==> config.mk <==
export PLATFORM = sky130hd
export DESIGN_NAME = seq_calc_unit
export DESIGN_NICKNAME = d
export VERILOG_FILES = /design/src/rtl/calc_pkg.sv /design/src/rtl/calc_iter_unit.sv /design/src/rtl/seq_calc_unit.sv
export SDC_FILE = /design/constraint.sdc
export NUM_CORES = 1
export LEC_CHECK = 0
export ABC_AREA = 1
export BUFFER_PORTS_ARGS = -buffer_cell sky130_fd_sc_hd__buf_2
export CORE_MARGIN = 2
export CORE_UTILIZATION = 50
export DETAILED_ROUTE_END_ITERATION = 12
export PLACE_DENSITY = 0.77
export REMOVE_ABC_BUFFERS = 1
export SLEW_MARGIN = 20
export SYNTH_ARGS = -nofsm -noshare
export SYNTH_HDL_FRONTEND = slang
export SYNTH_SLANG_ARGS = --single-unit
==> constraint.sdc <==
create_clock -name clk -period 4.6 [get_ports clk]
set_input_delay 0.46 -clock clk [delete_from_list [all_inputs] [get_ports clk]]
set_output_delay 0.46 -clock clk [all_outputs]
set_load 0.03 [all_outputs]
==> src/rtl/calc_pkg.sv <==
// ============================================================================
// calc_pkg: shared opcode and state encodings for the sequential calculator.
// Rev 1.0
// ============================================================================
`default_nettype none

package calc_pkg;

    typedef enum logic [1:0] {
        OP_ADD = 2'b00,
        OP_SUB = 2'b01,
        OP_MUL = 2'b10,
        OP_DIV = 2'b11
    } op_e;

    typedef enum logic [1:0] {
        IDLE = 2'd0,
        MUL  = 2'd1,
        DIV  = 2'd2,
        DONE = 2'd3
    } state_e;

endpackage

`default_nettype wire

==> src/rtl/calc_iter_unit.sv <==
// ============================================================================
// calc_iter_unit: shared shift-add multiplier / restoring divider, one bit per step.
// Rev 1.0
// ============================================================================
`default_nettype none

module calc_iter_unit #(
    parameter int WIDTH = 8,
    parameter int CNT_W = $clog2(WIDTH + 1)
) (
    input  logic                 clk,
    input  logic                 rst,
    input  logic                 mode,
    input  logic                 load,
    input  logic                 step,
    input  logic [WIDTH-1:0]     a,
    input  logic [WIDTH-1:0]     b,
    output logic                 last,
    output logic [2*WIDTH-1:0]   prod_next,
    output logic [WIDTH-1:0]     quot_next,
    output logic [WIDTH-1:0]     rem_next
);

    // mul: hi=partial product, lo=multiplier shifting out, opnd=multiplicand
    // div: hi=partial remainder, lo=dividend shifting out / quotient in, opnd=divisor
    logic [WIDTH-1:0] hi;
    logic [WIDTH-1:0] lo;
    logic [WIDTH-1:0] opnd;
    logic [CNT_W-1:0] cnt;

    logic [WIDTH-1:0] add_in;
    logic [WIDTH:0]   mul_sum;
    logic [WIDTH-1:0] mul_hi;
    logic [WIDTH-1:0] mul_lo;
    logic [WIDTH:0]   rem_sh;
    logic [WIDTH:0]   div_diff;
    logic             fits;
    logic [WIDTH-1:0] div_hi;
    logic [WIDTH-1:0] div_lo;
    logic [WIDTH-1:0] nxt_hi;
    logic [WIDTH-1:0] nxt_lo;

    assign add_in   = lo[0] ? opnd : '0;
    assign mul_sum  = {1'b0, hi} + {1'b0, add_in};
    assign mul_hi   = mul_sum[WIDTH:1];
    assign mul_lo   = {mul_sum[0], lo[WIDTH-1:1]};

    // Partial remainder stays below the divisor, so the difference sign bit decides the restore.
    assign rem_sh   = {hi, lo[WIDTH-1]};
    assign div_diff = rem_sh - {1'b0, opnd};
    assign fits     = ~div_diff[WIDTH];
    assign div_hi   = fits ? div_diff[WIDTH-1:0] : rem_sh[WIDTH-1:0];
    assign div_lo   = {lo[WIDTH-2:0], fits};

    assign nxt_hi    = mode ? div_hi : mul_hi;
    assign nxt_lo    = mode ? div_lo : mul_lo;
    assign prod_next = {nxt_hi, nxt_lo};
    assign quot_next = nxt_lo;
    assign rem_next  = nxt_hi;
    assign last      = step && (cnt == CNT_W'(WIDTH - 1));

    always_ff @(posedge clk) begin
        if (rst) begin
            hi   <= '0;
            lo   <= '0;
            opnd <= '0;
            cnt  <= '0;
        end else if (load) begin
            hi   <= '0;
            lo   <= mode ? a : b;
            opnd <= mode ? b : a;
            cnt  <= '0;
        end else if (step) begin
            hi   <= nxt_hi;
            lo   <= nxt_lo;
            cnt  <= cnt + 1'b1;
        end
    end

endmodule

`default_nettype wire

==> src/rtl/seq_calc_unit.sv <==
// ============================================================================
// seq_calc_unit: multi-cycle add/sub/mul/div engine with start/done handshake.
// Rev 1.0
// ============================================================================
`default_nettype none

module seq_calc_unit
    import calc_pkg::*;
#(
    parameter int WIDTH = 8
) (
    input  logic                 clk,
    input  logic                 rst,
    input  logic                 start,
    input  logic [1:0]           op,
    input  logic [WIDTH-1:0]     a,
    input  logic [WIDTH-1:0]     b,
    output logic                 busy,
    output logic                 done,
    output logic [2*WIDTH-1:0]   result,
    output logic [WIDTH-1:0]     remainder,
    output logic                 error
);

    localparam int CNT_W = $clog2(WIDTH + 1);

    state_e               state;
    logic                 load;
    logic                 step;
    logic                 mode;
    logic                 last;
    logic [2*WIDTH-1:0]   prod_next;
    logic [WIDTH-1:0]     quot_next;
    logic [WIDTH-1:0]     rem_next;
    logic [2*WIDTH-1:0]   a_ext;
    logic [2*WIDTH-1:0]   b_ext;

    assign a_ext = {{WIDTH{1'b0}}, a};
    assign b_ext = {{WIDTH{1'b0}}, b};
    assign busy  = (state != IDLE);
    assign done  = (state == DONE);

    assign load = (state == IDLE) && start &&
                  ((op == OP_MUL) || ((op == OP_DIV) && (b != '0)));
    assign step = (state == MUL) || (state == DIV);
    // op[0] separates MUL (10) from DIV (11) at load time
    assign mode = load ? op[0] : (state == DIV);

    calc_iter_unit #(
        .WIDTH (WIDTH),
        .CNT_W (CNT_W)
    ) u_iter (
        .clk       (clk),
        .rst       (rst),
        .mode      (mode),
        .load      (load),
        .step      (step),
        .a         (a),
        .b         (b),
        .last      (last),
        .prod_next (prod_next),
        .quot_next (quot_next),
        .rem_next  (rem_next)
    );

    always_ff @(posedge clk) begin
        if (rst) begin
            state     <= IDLE;
            result    <= '0;
            remainder <= '0;
            error     <= 1'b0;
        end else begin
            case (state)
                IDLE: begin
                    if (start) begin
                        error <= 1'b0;
                        case (op)
                            OP_ADD: begin
                                result    <= a_ext + b_ext;
                                remainder <= '0;
                                state     <= DONE;
                            end
                            OP_SUB: begin
                                result    <= a_ext - b_ext;
                                remainder <= '0;
                                state     <= DONE;
                            end
                            OP_MUL: state <= MUL;
                            OP_DIV: begin
                                if (b == '0) begin
                                    result    <= '0;
                                    remainder <= '0;
                                    error     <= 1'b1;
                                    state     <= DONE;
                                end else begin
                                    state <= DIV;
                                end
                            end
                        endcase
                    end
                end
                MUL: begin
                    if (last) begin
                        result    <= prod_next;
                        remainder <= '0;
                        state     <= DONE;
                    end
                end
                DIV: begin
                    if (last) begin
                        result    <= {{WIDTH{1'b0}}, quot_next};
                        remainder <= rem_next;
                        state     <= DONE;
                    end
                end
                DONE: state <= IDLE;
            endcase
        end
    end

endmodule

`default_nettype wire

# --- After elaboration in Yosys (flattened, before gate mapping) ---
# Cells that the tools add are included.
classes:
  addsub: 5
  n_eq_ne: 14
  n_mux: 28
  bitwise_logic: 1
  n_reduce_logical: 20
ops:
  columns: ["op", "n"]
  rows:
  - ["$mux 8", 12]
  - ["$pmux 16 s3", 2]
  - ["$mux 16", 4]
  - ["$pmux 8 s3", 1]
  - ["$add 8x8->9", 2]
  - ["$pmux 8 s2", 1]
  - ["$pmux 2 s3", 2]
  - ["$reduce_and 6->1", 2]
  - ["$sub 8x8->9", 1]
  - ["$sub 9x8->9", 1]
  - ["$eq 2x2->1 const B", 4]
  - ["$logic_not 8->1", 1]
  - ["$reduce_bool 8->1", 1]
  - ["$ne 2x2->1 const B", 3]
  - ["$ne 3x2->1 const B", 2]
  - ["$reduce_or 2->1", 3]
  - ["$add 4x1->4 const B", 1]
  - ["$eq 2x1->1 const B", 2]
  - ["$eq 4x3->1 const B", 1]
  - ["$logic_and 1x1->1", 4]
  - ["$logic_not 2->1", 2]
  - ["$mux 1", 4]
  - ["$mux 2", 2]
  - ["$ne 4x1->1 const B", 1]
  - ["other kinds (6)", 9]
totals:
  ff_bits: 55
  input_bits: 21
  out_inout_bits: 27
  elab_cells: 76

# --- Logic depth before layout (Yosys ltp) ---
depth:
  ltp_word: 8
  mapped_depth: 18
  depth_no_buf: 18

# --- Hierarchy ---
# Synthesis repeated with hierarchy kept, for this count alone.
unflattened:
  hier_cells: 757
  area_unflattened_um2: 4777.1
modules_own_cells:
  columns: ["module", "instances", "cells_each", "area_each_um2", "seq_area_each_um2"]
  rows:
  - ["calc_iter_unit", 1, 414, 2592.5, 560.5]
  - ["seq_calc_unit", 1, 343, 2184.6, 540.5]

# --- Worst setup path after synthesis ---
# Ideal clock, no wire load.
synth_timing:
  path_type: "in2reg"
  start: "input a[0]"
  end: "register result[8]"
  arrival_time_ns: 1.913
  required_ns: 4.491
  path_slack_ns: 2.578
  path_stages: 13
  n_path_buf: 0
  cell_sequence: "inv_1 > ha_1 > fa_1 > inv_1 > nand4_1 > o211ai_1 > nand2_1 > nand2_1 > nand2_1 > a21oi_4 > nand3_1 > nand2_1 > inv_1"
synth_between:
  elab_chain_len: 4
  elab_cells_between_ends: 5
  cone_classes: "add/sub (2); mux (3)"
synth_lines:
  columns: ["element", "line_no", "source"]
  rows:
  - ["start: declaration", "seq_calc_unit.sv:16", "input logic [WIDTH-1:0] a,"]
  - ["$sub 8x8->9 / $add 8x8->9 (equally long branches)", "seq_calc_unit.sv:84, seq_calc_unit.sv:79", null]
  - ["$pmux 16 s3 *", "seq_calc_unit.sv:77", "case (op)"]
  - ["$mux 16 *", "seq_calc_unit.sv:75", "if (start) begin"]
  - ["$pmux 16 s3 *", "seq_calc_unit.sv:73", "case (state)"]
  - ["end signal: assignment", "seq_calc_unit.sv:79", "result <= a_ext + b_ext;"]
  - ["end signal: assignment", "seq_calc_unit.sv:84", "result <= a_ext - b_ext;"]
  - ["end signal: assignment", "seq_calc_unit.sv:104", "result <= prod_next;"]
  - ["end: declaration", "seq_calc_unit.sv:20", "output logic [2*WIDTH-1:0] result,"]
# Mark *: on every way between the ends. The rest lies on a longest branch, timed or not. The select of a mux whose other input is x is not followed.
# A chain may end at the register's enable or synchronous reset.

# --- Worst setup path after layout ---
layout_timing:
  start: "register state[0]"
  end: "register result[7]"
layout_between:
  elab_cells_between_ends: 19
  cone_classes: "eq/ne (7); mux (5); reduce/logical (7)"
layout_rtl:
  columns: ["element", "line_no", "source"]
  rows:
  - ["start: declaration", "seq_calc_unit.sv:27", "state_e state;"]
  - ["start signal: assignment", "seq_calc_unit.sv:68", "state <= IDLE;"]
  - ["start signal: assignment", "seq_calc_unit.sv:81", "state <= DONE;"]
  - ["start signal: assignment", "seq_calc_unit.sv:86", "state <= DONE;"]
  - ["$eq 2x1->1 / $eq 2x2->1 (equally long branches)", "seq_calc_unit.sv:45", "assign step = (state == MUL) || (state == DIV);"]
  - ["$logic_or 1x1->1 *", "seq_calc_unit.sv:45", null]
  - ["via step", "seq_calc_unit.sv:29", "logic step;"]
  - ["$logic_and 1x1->1 *", "calc_iter_unit.sv:60", "assign last = step && (cnt == CNT_W'(WIDTH - 1));"]
  - ["$ne 2x2->1 (no source line)", null, null]
  - ["$reduce_and 6->1 (no source line) *", null, null]
# Mark *: on every way through the listed nets, which the timed path passes. The rest lies on a longest branch. The select of a mux whose other input is x is not followed.

==> results.ini <==
[floorplanning]
coreArea_um2 = 8636
fp.dieArea_um2 = 9557
fp.dieW_um = 97.76
start_util_pct = 50.90
pin_count = 48
die_h_um = 97.76
placementRows = 34

[setup_path]
slowest_stage = sky130_fd_sc_hd__ha_1
crit-reg2reg-capture = result[7]
critical-path-top-delay-family = compound AO/OA/AOI/OAI gates
critical_path_peak_fanout = 27
r2r_start = state[0]
worst_ep_required_time_ns = 4.82
element_type_at_the_critical_path_start = register
cp-end-kind = register
crit_path_start = state[0]
worst_path_largest_cell_delay_ns = 0.64
critPathMostFrequentCell = sky130_fd_sc_hd__inv_1
worstRegToRegCells = 9
timing.critical_path.arrival_ns = 3.25
path_class = reg -> reg
cell_depth_of_the_worst_setup_path = 9
cp_num_buf_inv = 4
worst-r2r-setup-slack_ns = 1.57
timing.critical_path.cells = inv_1 > ha_1 > inv_1 > nor2_1 > o211ai_4 > inv_4 > o21ai_0 > o21bai_1 > inv_1
cp-endpoint = result[7]

[synth]
postSynthAreaPerCell_um2 = 6.610
synthDistinctLibCells = 41
asyncSetResetFlopFracSynth_pct = 0
ys_seq_elements = 55
synth_area_leaders = sky130_fd_sc_hd__dfxtp_1 25%, sky130_fd_sc_hd__nand2_1 12%, sky130_fd_sc_hd__ha_1 11%, sky130_fd_sc_hd__a21oi_1 8.0%, sky130_fd_sc_hd__inv_1 7.6%
netlist.area_leader.share_pct = 25.05
yosysSeqAreaShare_pct = 25.05
synth_common_cells = 143 x sky130_fd_sc_hd__nand2_1, 89 x sky130_fd_sc_hd__inv_1, 70 x sky130_fd_sc_hd__a21oi_1
netlist_instances = 665
synth-edff-count = 0
yosys.cell_count.top_type = sky130_fd_sc_hd__nand2_1
synth_area_leader_cell = sky130_fd_sc_hd__dfxtp_1
yosysWarnings = 0
mappedNetlistArea_um2 = 4395
most_instantiated_flip_flop_cell_in_the_synthesis_netlist = sky130_fd_sc_hd__dfxtp_1

[cts]
cts_root_buffer = sky130_fd_sc_hd__clkbuf_8
ctsHoldBuffers = 0
cts_resized = 0
cts_h_tree_lvls = 2
cts_setup_buffers = 0
cts_tree = yes
path_clk_slew_ns = 0.11
clk_path_buf_depth = 2
cts-buffers-inserted = 5
worstSkewPairLatency_ns = 0.31
clock-sinks = 55

[power_and_ir_drop]
p_comb_share_pct = 67.2
pwr-share-seq_pct = 24.0
switchingPower_mw = 1.832
cellLeakagePower_nw = 2.294
sw_frac_of_total_pct = 56.67
power_density_nw_per_um2 = 687.8
internal_power_mw = 1.401
clock_power_share_pct = 8.8
maximum_vdd_drop_mv = 0.2939

[global_routing]
antenna_found_initial = 0
grt_pass1_vias = 4297
wire_length_of_the_first_global_routing_pass_um = 20380
globalRoute.totalOverflow = 0
gr-usage-all-layers_pct = 26.07
grt_max_degree = 45

[timing]
worst_pin_slew_ns = 0.8499
setup_violations = 0
slew_headroom_pct = 43.34
worst_clock_skew_ns = 0.006585
final.setup.worst_slack_ns = 1.569
setup_tns_ns = 0
rsz0062_at_grt = false
hold_fails_final_rpt = 0
hold_slack_ns = 0.4403
timing.fmax_mhz = 330.0
maxSlewViolCount = 0
finalWorstPathRequiredPeriod_ns = 3.031
timing.final.crit_share_pct = 65.88

[detailed_routing]
drc_errors = 0
wl_cell_um = 15.44
ant_nets = 0
vias = 4505
drt-initial-drc-count = 364
detailedRoute.firstPassIterationCount = 5
routed_wl_um = 12360
post_drt_via_cell_ratio = 5.624

[hold_path]
timing.hold.worst.start = a[0]
hp-class = in -> reg
worstHoldPathCells = 3

[placement]
placement.io_buffers = 47
dpl_worst_slack_ns = 1.632
dp_hpwl_um = 9846
gpl.final_weighted_congestion = 0.9162

[layout]
drive_above_1_share_pct = 10.68
n_antenna_cell = 0
final-seq-area_um2 = 1101
multi_input_area_um2 = 2774
flow.area_growth_from_synthesis_pct = 6.917
fin_nets = 754
finish.utilization_pct = 54.42
fill_cells = 867

[status]
status = finished clean

[flow_run]
drv.max_cap_violation_count = 0

-- cells by family after synthesis --
logic type	Yosys count	share of synthesized area (%)
compound gates	158	20.78
xor+xnor	10	1.993
fa+ha+maj	41	12.35
buf+inv	122	11.84
flops	55	25.05
simple gates	279	27.98
-- worst min-delay path: stages --
cell,delay [ns]
sky130_fd_sc_hd__buf_2,0.10
sky130_fd_sc_hd__nor2_1,0.05
sky130_fd_sc_hd__o21ai_1,0.11
-- power groups by stage --
stage          sequential, mW  combinational, mW  clock (mW)
2_1_floorplan           0.875               1.49           0
3_3_place_gp            0.779               2.10           0
3_5_place_dp            0.782               2.15           0
4_1_cts                 0.772               2.16       0.287
5_1_grt                 0.793               2.45       0.301
6_report                0.775               2.17       0.284
-- cell usage in the layout (no fill, tap or decap), types with 2 or more instances in the layout --
master / synthesis / final
sky130_fd_sc_hd__a221oi_1: 3 / 3
sky130_fd_sc_hd__inv_2: 3 / 3
sky130_fd_sc_hd__a31oi_1: 4 / 4
sky130_fd_sc_hd__xor2_1: 6 / 6
sky130_fd_sc_hd__o21a_1: 6 / 6
sky130_fd_sc_hd__xnor2_1: 4 / 4
sky130_fd_sc_hd__nand2_2: 5 / 5
sky130_fd_sc_hd__a21oi_1: 70 / 70
sky130_fd_sc_hd__o21ai_0: 33 / 33
sky130_fd_sc_hd__inv_1: 89 / 89
sky130_fd_sc_hd__dfxtp_1: 55 / 55
sky130_fd_sc_hd__clkbuf_8: 0 / 5
sky130_fd_sc_hd__fa_1: 4 / 4
sky130_fd_sc_hd__o31ai_1: 2 / 2
sky130_fd_sc_hd__nand3_2: 2 / 2
sky130_fd_sc_hd__nor2_1: 41 / 41
sky130_fd_sc_hd__buf_2: 11 / 47
sky130_fd_sc_hd__ha_1: 37 / 37
sky130_fd_sc_hd__o211ai_1: 18 / 18
sky130_fd_sc_hd__nand2_1: 143 / 143
sky130_fd_sc_hd__nand3_1: 63 / 63
sky130_fd_sc_hd__nand4_1: 11 / 11
sky130_fd_sc_hd__o21bai_1: 3 / 3
sky130_fd_sc_hd__nand3b_1: 6 / 6
sky130_fd_sc_hd__nor3_1: 2 / 2
sky130_fd_sc_hd__o22ai_1: 2 / 2
sky130_fd_sc_hd__o21ai_1: 14 / 14
-- cell type report --
type,count,share of cell area [%]
clock buffer,5,1.464
clock inverter,3,0.4792
inverter,94,7.561
multi-input combinational,488,59.03
sequential,55,23.43
tap,108,2.875
timing repair buffer,48,5.165
-- worst min-delay path by stage --
stage                           to
floorplan           u_iter.opnd[0]
global placement      remainder[0]
detailed placement    remainder[2]
CTS                 u_iter.opnd[0]
global route        u_iter.opnd[0]
finish              u_iter.opnd[0]
-- stage by stage --
stage	cells	instance area (um^2)	power (mW)
after floorplan	637	4230	2.363
after global placement	793	4608	2.884
after detailed placement	793	4608	2.932
after CTS	801	4700	3.218
after global routing	801	4700	3.544
final	801	4700	3.232
-- metal layers --
layer	routed length, um	track usage, %	share of wire [%]	vias to the layer above
met5	0	0	0	-
met4	351	8.974	2.8	0
met3	668	3.221	5.4	27
met2	6117	47.21	49	140
met1	5226	31.92	42	2085
li1	-	-	-	2253
-- state kept, by name, indices dropped and copies added (netlist names) --
name,count
error,1
state,2
u_iter.opnd,8
remainder,8
u_iter.hi,8
result,16
u_iter.lo,8
u_iter.cnt,4
(Power assumes the default switching activity.)
